### src/rtl/dmem_arb_pkg.sv
// rtl/dmem_arb_pkg.sv - shared types and defaults for the data-memory arbiter
package dmem_arb_pkg;

    localparam int DMEM_MEM_BYTES = 1024;
    localparam int DMEM_ADDR_W    = 32;
    localparam int DMEM_DATA_W    = 32;

    typedef enum logic [1:0] {
        IDLE  = 2'd0,
        ISSUE = 2'd1,
        RESP  = 2'd2
    } state_t;

    typedef enum logic {
        OWN_M0 = 1'b0,
        OWN_M1 = 1'b1
    } owner_t;

    typedef struct packed {
        logic                   we;
        logic [DMEM_ADDR_W-1:0] addr;
        logic [DMEM_DATA_W-1:0] wdata;
        owner_t                 owner;
    } dmem_req_t;

endpackage

### src/rtl/dmem_arb_pick.sv
// rtl/dmem_arb_pick.sv - requester selection; DMEM_ARB_RR_EN selects round-robin over fixed priority
module dmem_arb_pick
    import dmem_arb_pkg::*;
(
    input  logic       req0,
    input  logic       req1,
    input  owner_t     last,
    output logic [1:0] gnt
);

`ifdef DMEM_ARB_RR_EN
    // On a tie the requester that did not win last time goes next.
    always_comb begin
        gnt = 2'b00;
        if (req0 && req1) begin
            gnt = (last == OWN_M0) ? 2'b10 : 2'b01;
        end else begin
            gnt = {req1, req0};
        end
    end
`else
    logic unused_last;
    assign unused_last = last;
    assign gnt         = {req1 & ~req0, req0};
`endif

endmodule

### src/rtl/dmem_arbiter.sv
// rtl/dmem_arbiter.sv - two-requester arbiter/sequencer for the 256x32 data memory (DMEM_ARB_RR_EN: round-robin)
module dmem_arbiter
    import dmem_arb_pkg::*;
#(
    parameter int MEM_BYTES = DMEM_MEM_BYTES,
    parameter int ADDR_W    = DMEM_ADDR_W,
    parameter int DATA_W    = DMEM_DATA_W
) (
    input  logic              clk,
    input  logic              rst_n,
    input  logic              m0_req,
    input  logic              m0_we,
    input  logic [ADDR_W-1:0] m0_addr,
    input  logic [DATA_W-1:0] m0_wdata,
    output logic              m0_gnt,
    output logic              m0_rvalid,
    output logic [DATA_W-1:0] m0_rdata,
    output logic              m0_err,
    input  logic              m1_req,
    input  logic              m1_we,
    input  logic [ADDR_W-1:0] m1_addr,
    input  logic [DATA_W-1:0] m1_wdata,
    output logic              m1_gnt,
    output logic              m1_rvalid,
    output logic [DATA_W-1:0] m1_rdata,
    output logic              m1_err,
    output logic              mem_read,
    output logic              mem_write,
    output logic [ADDR_W-1:0] mem_addr,
    output logic [DATA_W-1:0] mem_wdata,
    input  logic [DATA_W-1:0] mem_rdata
);

    state_t            state;
    state_t            state_nxt;
    dmem_req_t         req_r;
    logic [DATA_W-1:0] rdata_r;
    logic              err_r;
    logic [1:0]        pick;
    logic [1:0]        gnt;
    logic              can_grant;
    logic              issuing;
    logic              legal;

    // The owner of the last captured request doubles as the round-robin pointer.
    dmem_arb_pick u_pick (
        .req0 (m0_req),
        .req1 (m1_req),
        .last (req_r.owner),
        .gnt  (pick)
    );

    assign can_grant = rst_n && (state != ISSUE);
    assign gnt       = can_grant ? pick : 2'b00;
    assign m0_gnt    = gnt[0];
    assign m1_gnt    = gnt[1];

    assign issuing = (state == ISSUE);
    assign legal   = (req_r.addr[1:0] == 2'b00) && (req_r.addr < ADDR_W'(MEM_BYTES));

    always_ff @(posedge clk or negedge rst_n) begin
        if (!rst_n) begin
            state <= IDLE;
        end else begin
            state <= state_nxt;
        end
    end

    always_comb begin
        state_nxt = state;
        case (state)
            IDLE:    state_nxt = (|gnt) ? ISSUE : IDLE;
            ISSUE:   state_nxt = RESP;
            RESP:    state_nxt = (|gnt) ? ISSUE : IDLE;
            default: state_nxt = IDLE;
        endcase
    end

    always_ff @(posedge clk or negedge rst_n) begin
        if (!rst_n) begin
            req_r   <= '{we: 1'b0, addr: '0, wdata: '0, owner: OWN_M1};
            rdata_r <= '0;
            err_r   <= 1'b0;
        end else begin
            if (|gnt) begin
                req_r <= '{we:    gnt[1] ? m1_we    : m0_we,
                           addr:  gnt[1] ? m1_addr  : m0_addr,
                           wdata: gnt[1] ? m1_wdata : m0_wdata,
                           owner: gnt[1] ? OWN_M1   : OWN_M0};
            end
            if (issuing) begin
                rdata_r <= (legal && !req_r.we) ? mem_rdata : '0;
                err_r   <= !legal;
            end
        end
    end

    // Illegal requests still present their address but never enable the memory.
    assign mem_read  = issuing && legal && !req_r.we;
    assign mem_write = issuing && legal && req_r.we;
    assign mem_addr  = issuing ? req_r.addr  : '0;
    assign mem_wdata = issuing ? req_r.wdata : '0;

    assign m0_rvalid = (state == RESP) && (req_r.owner == OWN_M0);
    assign m1_rvalid = (state == RESP) && (req_r.owner == OWN_M1);
    assign m0_rdata  = m0_rvalid ? rdata_r : '0;
    assign m1_rdata  = m1_rvalid ? rdata_r : '0;
    assign m0_err    = m0_rvalid && err_r;
    assign m1_err    = m1_rvalid && err_r;

endmodule
### config.mk
export PLATFORM = sky130hd
export DESIGN_NAME = dmem_arbiter
export DESIGN_NICKNAME = d
export VERILOG_FILES = /design/src/rtl/dmem_arb_pkg.sv /design/src/rtl/dmem_arb_pick.sv /design/src/rtl/dmem_arbiter.sv
export SDC_FILE = /design/constraint.sdc
export NUM_CORES = 1
export LEC_CHECK = 0
export CAP_MARGIN = 10
export CORE_MARGIN = 4
export CORE_UTILIZATION = 23
export DETAILED_ROUTE_END_ITERATION = 12
export REMOVE_ABC_BUFFERS = 1
export SLEW_MARGIN = 20
export SYNTH_ARGS = -nofsm -noshare
export SYNTH_HDL_FRONTEND = slang
export SYNTH_SLANG_ARGS = --single-unit
### constraint.sdc
create_clock -name clk -period 1.55 [get_ports clk]
set_input_delay 0.31 -clock clk [delete_from_list [all_inputs] [get_ports clk]]
set_output_delay 0.31 -clock clk [all_outputs]
set_load 0.01 [all_outputs]
**Word-level counts from Yosys, hierarchy flattened**

Index checks and enable logic that the tools add are counted.
W data, S select, Z words.

- Word-level logic and storage cells: 42
- Input bits: 166
- Register bits after elaboration: 101
- Output and inout bits: 136

- Reduce and logical (&&, ||, !) cells: 16
- Bitwise logic cells: 3
- $lt $le $gt $ge: 1
- Equal/unequal tests: 3
- Multiplexer cells: 12

Operator list:

| operator | count |
|---|---|
| $mux W32 | 7 |
| $lt A32 B11 Y1 const B | 1 |
| $logic_and A1 B1 Y1 | 10 |
| $logic_not A2 Y1 | 2 |
| $pmux W2 S2 | 1 |
| $reduce_or A2 Y1 | 2 |
| $mux W1 | 3 |
| $eq A2 B1 Y1 const B | 1 |
| $eq A2 B2 Y1 const B | 1 |
| $logic_not A1 Y1 | 2 |
| $mux W2 | 1 |
| $ne A2 B1 Y1 const B | 1 |
| $not A1 Y1 | 2 |
| $and A1 B1 Y1 | 1 |

**Longest topological paths before layout**

Gate-level depths: netlist of run 1.

- Depth in word-level cells: 6
- Gate-level depth with buffers: 6
- Mapped depth without buffers: 4

**By module**

From an unflattened synthesis of run 1, not the netlist that was laid out.

- Cells, all modules: 550
- Area, all modules: 5,645.4 um^2

Modules (own cells, without submodules):

| module | cells an instance | instances | sequential area each (um^2) | area each (um^2) |
|---|---|---|---|---|
| dmem_arbiter | 548 | 1 | 2,528.7 | 5,624.1 |
| dmem_arb_pick | 2 | 1 | 0.0 | 21.3 |

**Worst setup path before layout of run 1**

No wires, ideal clock.

- Kind: register to output
- Start: reg req_r[50] (netlist name)
- End: out mem_read
- Path buffers: 1
- Required time: 1,240 ps
- Setup slack: -168 ps
- Stages on the path, launching flop included: 5
- Data arrival time: 1,408 ps
- Cells stage by stage: dfrtp_1 > nor4_1 > nand2_1 > buf_2 > nor4_1

- Cells in the longest elaborated chain, start to end: 4

RTL lines:

| element | RTL line | RTL |
|---|---|---|
| start, declared | dmem_arbiter.sv:36 | `dmem_req_t req_r;` |
| start signal, assigned | dmem_arbiter.sv:81 | `req_r <= '{we: 1'b0, addr: '0, wdata: '0, owner: OWN_M1};` |
| start signal, assigned | dmem_arbiter.sv:86 | `req_r <= '{we: gnt[1] ? m1_we : m0_we,` |
| $lt A32 B11 Y1 | dmem_arbiter.sv:59 | `assign legal = (req_r.addr[1:0] == 2'b00) && (req_r.addr < ADDR_W'(MEM_BYTES));` |
| $logic_and A1 B1 Y1 | dmem_arbiter.sv:59 |  |
| $logic_and A1 B1 Y1 (2 in a row) | dmem_arbiter.sv:99 | `assign mem_read = issuing && legal && !req_r.we;` |
| end, declared | dmem_arbiter.sv:27 | `output logic mem_read,` |

Every way passes these cells.

**Worst setup path in the final report of run 1**

- Start: reg req_r[46] (netlist name)
- End: out mem_write

- Cells in the longest elaborated chain, start to end: 4

RTL lines:

| element | RTL line | RTL |
|---|---|---|
| $lt A32 B11 Y1 | dmem_arbiter.sv:59 |  |
| $logic_and A1 B1 Y1 | dmem_arbiter.sv:59 |  |
| $logic_and A1 B1 Y1 (2 in a row) | dmem_arbiter.sv:100 | `assign mem_write = issuing && legal && req_r.we;` |
| end, declared | dmem_arbiter.sv:28 | `output logic mem_write,` |

Every way passes these cells.

==> flow_summary.ini, run 1 <==
[status]
status = finished with violations
failed_checks = setup timing

[synth]
ys_top_cells_by_area = dfrtp_1, and2_1, o2bb2ai_1
most_numerous_cell_in_the_yosys_netlist = and2_1
synth-adder-area-share_pct = 0
yosys_warning_count = 0
synth_top_family_by_area = compound AO/OA/AOI/OAI gates
yosys.area.top_type = dfrtp_1
synthMuxAreaShare_pct = 0
synth_top_area_share_pct = 44.5
compound_cell_area_share_of_the_yosys_netlist_pct = 26.2
syn_area_per_cell_sq_um = 10.3
sequential_to_total_area_share_from_yosys_stat_pct = 45.0
mappedNetlistArea_sq_um = 5620
ff_latch_count_synth = 101
synth_async_sr_flop_share_pct = 100
post_synth_inst_count = 548
synthTopCellsByCount = and2_1, dfrtp_1, a22oi_1, o2bb2ai_1, nand2_1
xor_xnor_share_of_the_synthesized_area_pct = 0
synth-edff-count = 0
synth_cell_types = 31
synth-simple-area-share_pct = 23.8
dominantRegCellSynth = dfrtp_1

[route]
detailroute.via_count = 5952
viasPerCell = 4.73
initialDrtViolationCount = 184
detail_route.drc_violations = 0
pre_repair_dr_iteration_count = 4
detail-route-antenna-nets = 0
wl_per_cell_um = 20.4
drt_wl_total_um = 25700

[critical_path]
setup.reg_to_reg.worst_slack_ps = -280
worstSetupEndpoint = mem_write
ff_to_ff_start = req_r[51]
worstPathMaxFanout = 3
criticalPathCategory = flop to output pin
r2r_end = err_r
worst_reg2reg_path_length_in_cells = 5
critical_path_required_ps = 1240
critPathLaunchType = flop
arrival_time_worst_endpoint_ps = 1770
worstSetupEndpointType = output pin
cp-startpoint = req_r[46]

[clock_tree]
clock_sinks = 101
clk_pin_slew_worst_paths_ps = 80
cts_hold_repair.buffers = 0
clock_tree.root_cell = clkbuf_16
clock_tree_from_tritoncts = yes
cts_made_buffers = 9
h-tree-depth = 3
clockBufferDepth = 2
clk-insertion-delay-late_ps = 350

[die]
fp.dieH_um = 164
boundaryPins = 302
die_x_um = 164
initial_utilization_pct = 23.7
fp.dieArea_sq_um = 27000
floorplan.core_area_sq_um = 23800
fp-row-count = 56

[sta]
final.setup_skew_ps = 11.3
setup_viol = 231
fin_tns_setup_ps = -60830
slew_violations = 0
clock.fmax_mhz = 480
min_period_over_period_pct = 134
max-slew-margin-rel_pct = 66.4
worst_slack_ps = -532
grt_setup_unrepaired = true
final.min_clock_period_ps = 2080
worstMarginPinSlew_ps = 505
report.final.hold_viol_count = 0

[layout]
fin_nets = 1101
total_inserted_antenna_cells = 0
area_growth_syn_to_layout_pct = 107
final_layout_size_suffix_gt1_share_pct = 51.0
fin_area_sq_um = 11600

[power]
power_mw = 8.96
power_density_nw_per_um2 = 769
worst_ir_drop_vdd_v = 0.000363
power_leakage_nw = 4.99

[worst_hold_path]
timing.hold.worst.class = primary input to asynchronous set/reset pin

[placed_design]
buffer_ports.inserted = 301
placement.cell_area_sq_um = 9400
final_weighted_congestion_of_routability_driven_global_placement = 0.766
hpwl_after_detailed_placement_um = 15800

[global_route]
grt_usage_pct = 17.4
grt_max_degree = 80
grt_pass1_wl_um = 35500
globalRouteOverflowTotal = 0
antenna_found_initial = 1
grt_pass1_vias = 6024

[flow_run]
number_of_max_cap_violations = 0
-- sequential cells by signal, indices dropped and copies added, names as in the netlist --
name / cells
req_r: 66
state: 2
rdata_r: 32
err_r: 1
-- through the flow --
| stage | cells | util (%) | hold WS, ps | worst slack (ps) |
|---|---|---|---|---|
| global route | 1259 | 49.0 | 67.5 | -634 |
| detailed placement | 1174 | 39.6 | 400 | -659 |
| CTS | 1249 | 45.2 | 14.0 | -564 |
| floorplan | 490 | - | 14.4 | -1990 |
| global placement | 1174 | 39.6 | 406 | -664 |
| finish | 1259 | 49.0 | 65.8 | -532 |
-- report_power, final --
part	internal (mW)	leakage [nW]	switching, mW
Combinational	1.87	3.53	1.27
Clock	1.59	0.160	1.03
Sequential	2.93	1.30	0.264
Total	6.39	4.99	2.57
-- worst min-delay path by stage --
| stage | from | end | slack (ps) | cells past startpoint |
|---|---|---|---|---|
| after global routing | rst_n | err_r | 70 | 2 |
| after detailed placement | rst_n | err_r | 400 | 2 |
| after global placement | rst_n | err_r | 410 | 2 |
| after CTS | rst_n | err_r | 10 | 2 |
| final | rst_n | err_r | 70 | 2 |
| after floorplan | rst_n | err_r | 10 | 0 |
-- critical path: stages (launching register included) --
cell and delay, ps:
dfrtp_1 380, or4_4 580, nor4_2 270, buf_2 200
-- logic make-up after synthesis --
logic type	count (synthesis)
flops	101
compound gates	164
simple gates	221
buf+inv	62
-- what timing repair did --
item,CTS,global route
pin swaps,60,36
cloned,16,8
resized for setup,757,179
setup endpoints to repair,231,232
buffers inserted,44,18
-- cell usage in the layout (no fill, tap or decap), types with 4 or more instances in the layout --
master / netlist / routed
a22oi_1: 63 / 63
and2_1: 130 / 36
and2_4: 0 / 95
buf_12: 0 / 30
buf_16: 0 / 4
buf_2: 24 / 38
buf_4: 0 / 57
buf_6: 3 / 128
buf_8: 0 / 5
clkbuf_16: 0 / 16
clkdlybuf4s50_1: 0 / 163
dfrtp_1: 100 / 100
nand2_1: 34 / 32
nand3_1: 32 / 32
nor2_1: 4 / 4
nor4_4: 4 / 5
o2bb2ai_1: 63 / 17
o2bb2ai_2: 0 / 34
o2bb2ai_4: 0 / 12
o31ai_2: 30 / 24
o31ai_4: 0 / 7
-- layer usage --
metal	share of wire, %	vias to the layer above	track usage (%)
met3	9.8	22	6.22
li1	-	2794	-
met2	48	246	29.2
met1	40	2888	21.1
met4	1.5	2	5.22
met5	0.027	-	0
-- cell type report --
cell class | instances | area, sq um
multi-input cells | 385 | 3640
clock buffers | 11 | 233
well taps | 319 | 399
clock inverters | 5 | 106
fillers | 2166 | 12100
flip-flops and latches | 101 | 2530
inverters | 4 | 22.5
repair buffers | 434 | 4720
No activity file was read; power rests on OpenSTA's default activity.
==> run 2: changes to the inputs <==
--- a/config.mk
+++ b/config.mk
@@ -5,6 +5,7 @@
 export SDC_FILE = /design/constraint.sdc
 export NUM_CORES = 1
 export LEC_CHECK = 0
+export ABC_AREA = 1
 export CAP_MARGIN = 10
 export CORE_MARGIN = 4
 export CORE_UTILIZATION = 23
==> flow_summary.ini, run 2 <==
[power]
power.share.combinational_pct = 32.5
worst_ir_drop_vdd_v = 0.000392
power.switching_mw = 2.55
power_density_nw_per_um2 = 834
switching_share_pct = 30.8
share_seq_of_total_power_pct = 37.5
clock_share_of_power_pct = 30.0
power_leakage_nw = 4.69
internal_power_mw = 5.72

[die]
floorplan.core_area_sq_um = 22600
die_x_um = 160
boundaryPins = 302
fp-row-count = 55
fp.dieArea_sq_um = 25600
initial_utilization_pct = 23.4
fp.dieH_um = 160

[sta]
max-slew-margin-rel_pct = 40.9
clock.fmax_mhz = 496
setup_viol = 235
slew_violations = 0
worst_slack_ps = -465
min_period_over_period_pct = 130
final.setup_skew_ps = 13.5
grt_setup_unrepaired = true
fin_tns_setup_ps = -57030
final.min_clock_period_ps = 2010
report.final.hold_viol_count = 0
worstMarginPinSlew_ps = 886
holdWs_ps = 79.7

[synth]
dominantRegCellSynth = dfrtp_1
yosys_warning_count = 0
mappedNetlistArea_sq_um = 5310
sequential_to_total_area_share_from_yosys_stat_pct = 47.7
ff_latch_count_synth = 101
post_synth_inst_count = 718
synthTopCellsByCount = nor2_1, inv_1, dfrtp_1, nand2_1
synth_cell_types = 22
ys_top_cells_by_area = dfrtp_1, nor2_1, o22ai_1
most_numerous_cell_in_the_yosys_netlist = nor2_1
yosys.area.top_type = dfrtp_1
syn_area_per_cell_sq_um = 7.39
synth_async_sr_flop_share_pct = 100
synth_top_area_share_pct = 47.2
synth-edff-count = 0

[layout]
layout_top_registers = req_r x66, rdata_r x32, state x2
total_inserted_antenna_cells = 0
final_core_utilization_pct = 43.8
largest_register_ff_count = 66
fin_nets = 1243
layout.cells.most_common_list = clkdlybuf4s50_1, nor2_1, inv_1
fin_area_sq_um = 9910
final_layout_size_suffix_gt1_share_pct = 31.9
largest_register_by_flop_count = req_r
final_common_cell = clkdlybuf4s50_1
area_growth_syn_to_layout_pct = 86.7

[clock_tree]
clock_sinks = 101
clockBufferDepth = 2
cts_made_buffers = 9
clk_pin_slew_worst_paths_ps = 80
clk-insertion-delay-late_ps = 350
h-tree-depth = 3
clock_tree_from_tritoncts = yes
clock_tree.root_cell = clkbuf_16

[critical_path]
cells_traversed_along_the_worst_timing_path = inv_2 -> nor3_2 -> buf_4 -> inv_8 -> buf_12 -> buf_4 -> nor2_1 -> buf_2
criticalPathCategory = flop to output pin
critical_path_required_ps = 1240
worstPathMaxFanout = 8
worst_reg2reg_path_length_in_cells = 10
critical_path_max_stage_delay_ps = 540
arrival_time_worst_endpoint_ps = 1700
critical-path-slowest-cell = dfstp_2
worstPathBufferInverterCount = 6
critPathLaunchType = flop
r2r_end = req_r[62]
worstSetupEndpointType = output pin
setup.reg_to_reg.worst_slack_ps = -300
worst_path_dominant_cell_family = buffers and inverters
ff_to_ff_start = state[0]
critPathMostFrequentCell = buf_4

[route]
detail_route.drc_violations = 0
detail-route-antenna-nets = 0
initialDrtViolationCount = 257
drt_wl_total_um = 22700
pre_repair_dr_iteration_count = 4
wl_per_cell_um = 16.6
detailroute.via_count = 6091
viasPerCell = 4.46

[placed_design]
final_weighted_congestion_of_routability_driven_global_placement = 0.803
placement.cell_area_sq_um = 8980
buffer_ports.inserted = 301
detailedPlace.worstSlack_ps = -621
hpwl_after_detailed_placement_um = 15800

[global_route]
grt_pass1_wl_um = 34200
grt_max_degree = 63
grt_pass1_vias = 6135
grt_usage_pct = 16.9
globalRouteOverflowTotal = 0
antenna_found_initial = 0

[status]
failed_checks = setup timing
status = finished with violations

[flow_run]
number_of_max_cap_violations = 0

[worst_hold_path]
timing.hold.worst.class = primary input to asynchronous set/reset pin
-- run 2: worst max-delay path by stage --
stage	start	end	slack (ps)	cells past startpoint
floorplan	state[0]	req_r[65]	-2750	5
global placement	req_r[0]	m1_rdata[10]	-620	8
detailed placement	req_r[0]	m1_rdata[6]	-620	8
CTS	req_r[0]	m1_rdata[6]	-490	8
global route	req_r[0]	m1_rdata[14]	-530	8
finish	req_r[0]	m1_rdata[14]	-460	8
-- run 2: cell families after synthesis --
| family | count (synthesis) | share of synthesized area (%) |
|---|---|---|
| AND/OR/NAND/NOR | 325 | 25.3 |
| flip-flops | 101 | 47.7 |
| AO/OA/AOI/OAI | 133 | 14.3 |
| buffers and inverters | 159 | 12.8 |
-- run 2: per-layer routing --
metal / vias to the layer above / GRT usage (%) / share of wire, % / wire (um)
met5: - / 0 / 0 / 0
met4: 0 / 4.15 / 0.99 / 225
met3: 11 / 6.17 / 9.5 / 2160
met2: 275 / 28.2 / 47 / 10700
met1: 2822 / 20.9 / 43 / 9670
li1: 2983 / - / - / -
-- run 2: cell type report --
cell class	instances	area, sq um
sequential	101	2530
timing repair buffer	398	3760
fill	2288	12700
tap	285	357
inverter	108	420
clock inverter	4	55.1
multi-input combinational	459	2520
clock buffer	12	267
-- run 2: power by group through the flow --
stage	sequential (mW)	combinational [mW]	clock, mW
finish	3.10	2.69	2.48
global route	3.14	2.93	2.69
CTS	3.10	2.53	2.58
detailed placement	3.15	2.20	0
global placement	3.14	2.20	0
floorplan	3.12	0.896	0
-- run 2: repair_timing --
action,CTS,global route
buffers inserted,16,8
pin swaps,5,9
endpoints found under the setup margin,235,236
hold buffers,0,0
gates cloned,9,1
gates resized for setup,651,107
-- run 2: stage by stage --
stage          total power, mW  instances
6_report                  8.27       1367
2_1_floorplan             4.01        667
5_1_grt                   8.76       1367
4_1_cts                   8.21       1362
3_5_place_dp              5.35       1321
3_3_place_gp              5.34       1321
-- run 2: worst register-to-register path, stage by stage, from the launching register on --
cell and delay [ps]:
dfrtp_1 410, buf_4 200, nand2_8 120, buf_12 110, nand2_2 70, a21oi_4 180
buf_12 170, buf_6 160, buf_4 160, o21ai_0 80, o22ai_1 120
==> run 3: changes to the inputs <==
--- a/config.mk
+++ b/config.mk
@@ -7,6 +7,7 @@
 export LEC_CHECK = 0
 export ABC_AREA = 1
 export CAP_MARGIN = 10
+export CORE_ASPECT_RATIO = 1.75
 export CORE_MARGIN = 4
 export CORE_UTILIZATION = 23
 export DETAILED_ROUTE_END_ITERATION = 12
==> flow_summary.ini, run 3 (same netlist as run 2, synthesis figures left out) <==
[status]
status = finished with violations
failed_checks = setup timing

[placed_design]
detailedPlace.worstSlack_ps = -603
placement.cell_area_sq_um = 8920
buffer_ports.inserted = 301
final_weighted_congestion_of_routability_driven_global_placement = 0.809
hpwl_after_detailed_placement_um = 15300

[die]
die_x_um = 123
fp.dieArea_sq_um = 25700
fp.dieH_um = 209
floorplan.core_area_sq_um = 22700
fp-row-count = 73
initial_utilization_pct = 23.3
boundaryPins = 302

[clock_tree]
clk-insertion-delay-late_ps = 350
cts_made_buffers = 9
clockBufferDepth = 2
cts_hold_repair.buffers = 0
clock_tree_from_tritoncts = yes
clock_sinks = 101
h-tree-depth = 3
clock_tree.root_cell = clkbuf_16
clk_pin_slew_worst_paths_ps = 70

[sta]
final.setup_skew_ps = 7.02
holdWs_ps = 52.6
report.final.hold_viol_count = 0
clock.fmax_mhz = 503
min_period_over_period_pct = 128
grt_setup_unrepaired = true
max-slew-margin-rel_pct = 38.4
final.min_clock_period_ps = 1990
slew_violations = 0
worst_slack_ps = -437
worstMarginPinSlew_ps = 925
setup_viol = 233

[layout]
fin_area_sq_um = 9360
final_layout_size_suffix_gt1_share_pct = 27.3
total_inserted_antenna_cells = 0
largest_register_ff_count = 66
final_common_cell = clkdlybuf4s50_1
fin_nets = 1214
largest_register_by_flop_count = req_r
layout_top_registers = req_r x66, rdata_r x32, state x2
layout.cells.most_common_list = clkdlybuf4s50_1, nor2_1, buf_2
multi_input_area_sq_um = 2370
final_core_utilization_pct = 41.2
ff_latch_area_sq_um = 2530
layout.filler_cells = 2339
area_growth_syn_to_layout_pct = 76.4

[critical_path]
arrival_time_worst_endpoint_ps = 1680
worstPathBufferInverterCount = 4
worst_reg2reg_path_length_in_cells = 9
cp.depth = 6
ff_to_ff_start = state[0]
worst_path_dominant_cell_family = flip-flops
critical_path_max_stage_delay_ps = 540
critical-path-slowest-cell = dfstp_2
r2r_end = req_r[1]
setup.reg_to_reg.worst_slack_ps = -290
criticalPathCategory = flop to output pin
worstPathMaxFanout = 8
cells_traversed_along_the_worst_timing_path = inv_2 -> nor3_4 -> inv_4 -> clkbuf_16 -> nor2_2 -> buf_2
critPathLaunchType = flop
worstSetupEndpointType = output pin
critical_path_required_ps = 1240

[global_route]
grt_pass1_vias = 5935
grt_max_degree = 69
globalRouteOverflowTotal = 0
grt_pass1_wl_um = 31400
antenna_found_initial = 0
grt_usage_pct = 15.7

[power]
power_leakage_nw = 4.52
power_density_nw_per_um2 = 839
power_mw = 7.85
worst_ir_drop_vdd_v = 0.000380

[route]
detail_route.drc_violations = 0
drt_wl_total_um = 22700
pre_repair_dr_iteration_count = 4
initialDrtViolationCount = 268
detail-route-antenna-nets = 0
detailroute.via_count = 5962
viasPerCell = 4.41
wl_per_cell_um = 16.8

[worst_hold_path]
timing.hold.worst.class = primary input to asynchronous set/reset pin

[flow_run]
number_of_max_cap_violations = 0
==> run 3: cell count changes in the layout (fill, tap and decap cells not counted), sizes merged <==
cell and delta:
clkinvlp -1, buf -48, clkbuf +16, dlygate4sd2 +7, nand2 -1, clkinv -2
==> run 3: report_power, final <==
group	switching, mW	total [mW]	internal (mW)
Combinational	1.24	2.45	1.20
Clock	0.987	2.29	1.30
Sequential	0.137	3.12	2.98
Total	2.37	7.85	5.49
==> run 3: area by class of cell <==
type / count / area share (%)
Timing Repair Buffer: 370 / 36.1
Sequential cell: 101 / 27.0
Multi-Input combinational cell: 458 / 25.4
Inverter: 108 / 4.38
Tap cell: 300 / 4.01
Clock buffer: 15 / 2.75
Clock inverter: 1 / 0.321
==> run 3: how the worst max path moves through the flow <==
| stage | startpoint | slack [ps] | to |
|---|---|---|---|
| 2_1_floorplan | state[0] | -2750 | req_r[65] |
| 3_3_place_gp | m1_req | -610 | m1_gnt |
| 3_5_place_dp | m1_req | -600 | m1_gnt |
| 4_1_cts | req_r[0] | -440 | m0_rdata[19] |
| 5_1_grt | req_r[0] | -530 | m1_rdata[13] |
| 6_report | req_r[0] | -440 | m1_rdata[13] |
==> run 3: per-layer routing <==
layer  up-vias  part of all wire (%)  track usage (%)
met5         -                     0                0
met1      2786                    36             16.8
li1       2913                     -                -
met4         0                   2.7             5.88
met2       225                    54             29.2
met3        38                   6.7             3.74
==> run 3: repair_timing <==
item,in CTS,in global routing
endpoints found under the setup margin,203,235
pin swaps,7,2
setup buffers,2,8
endpoints found under the hold margin,0,0
resized for setup,445,196
gates cloned,1,11
==> run 3: stage by stage <==
step,TNS (ps),cells
finish,-56730,1353
global route,-79930,1353
CTS,-63850,1334
detailed placement,-78890,1315
global placement,-78930,1315
floorplan,-310880,667
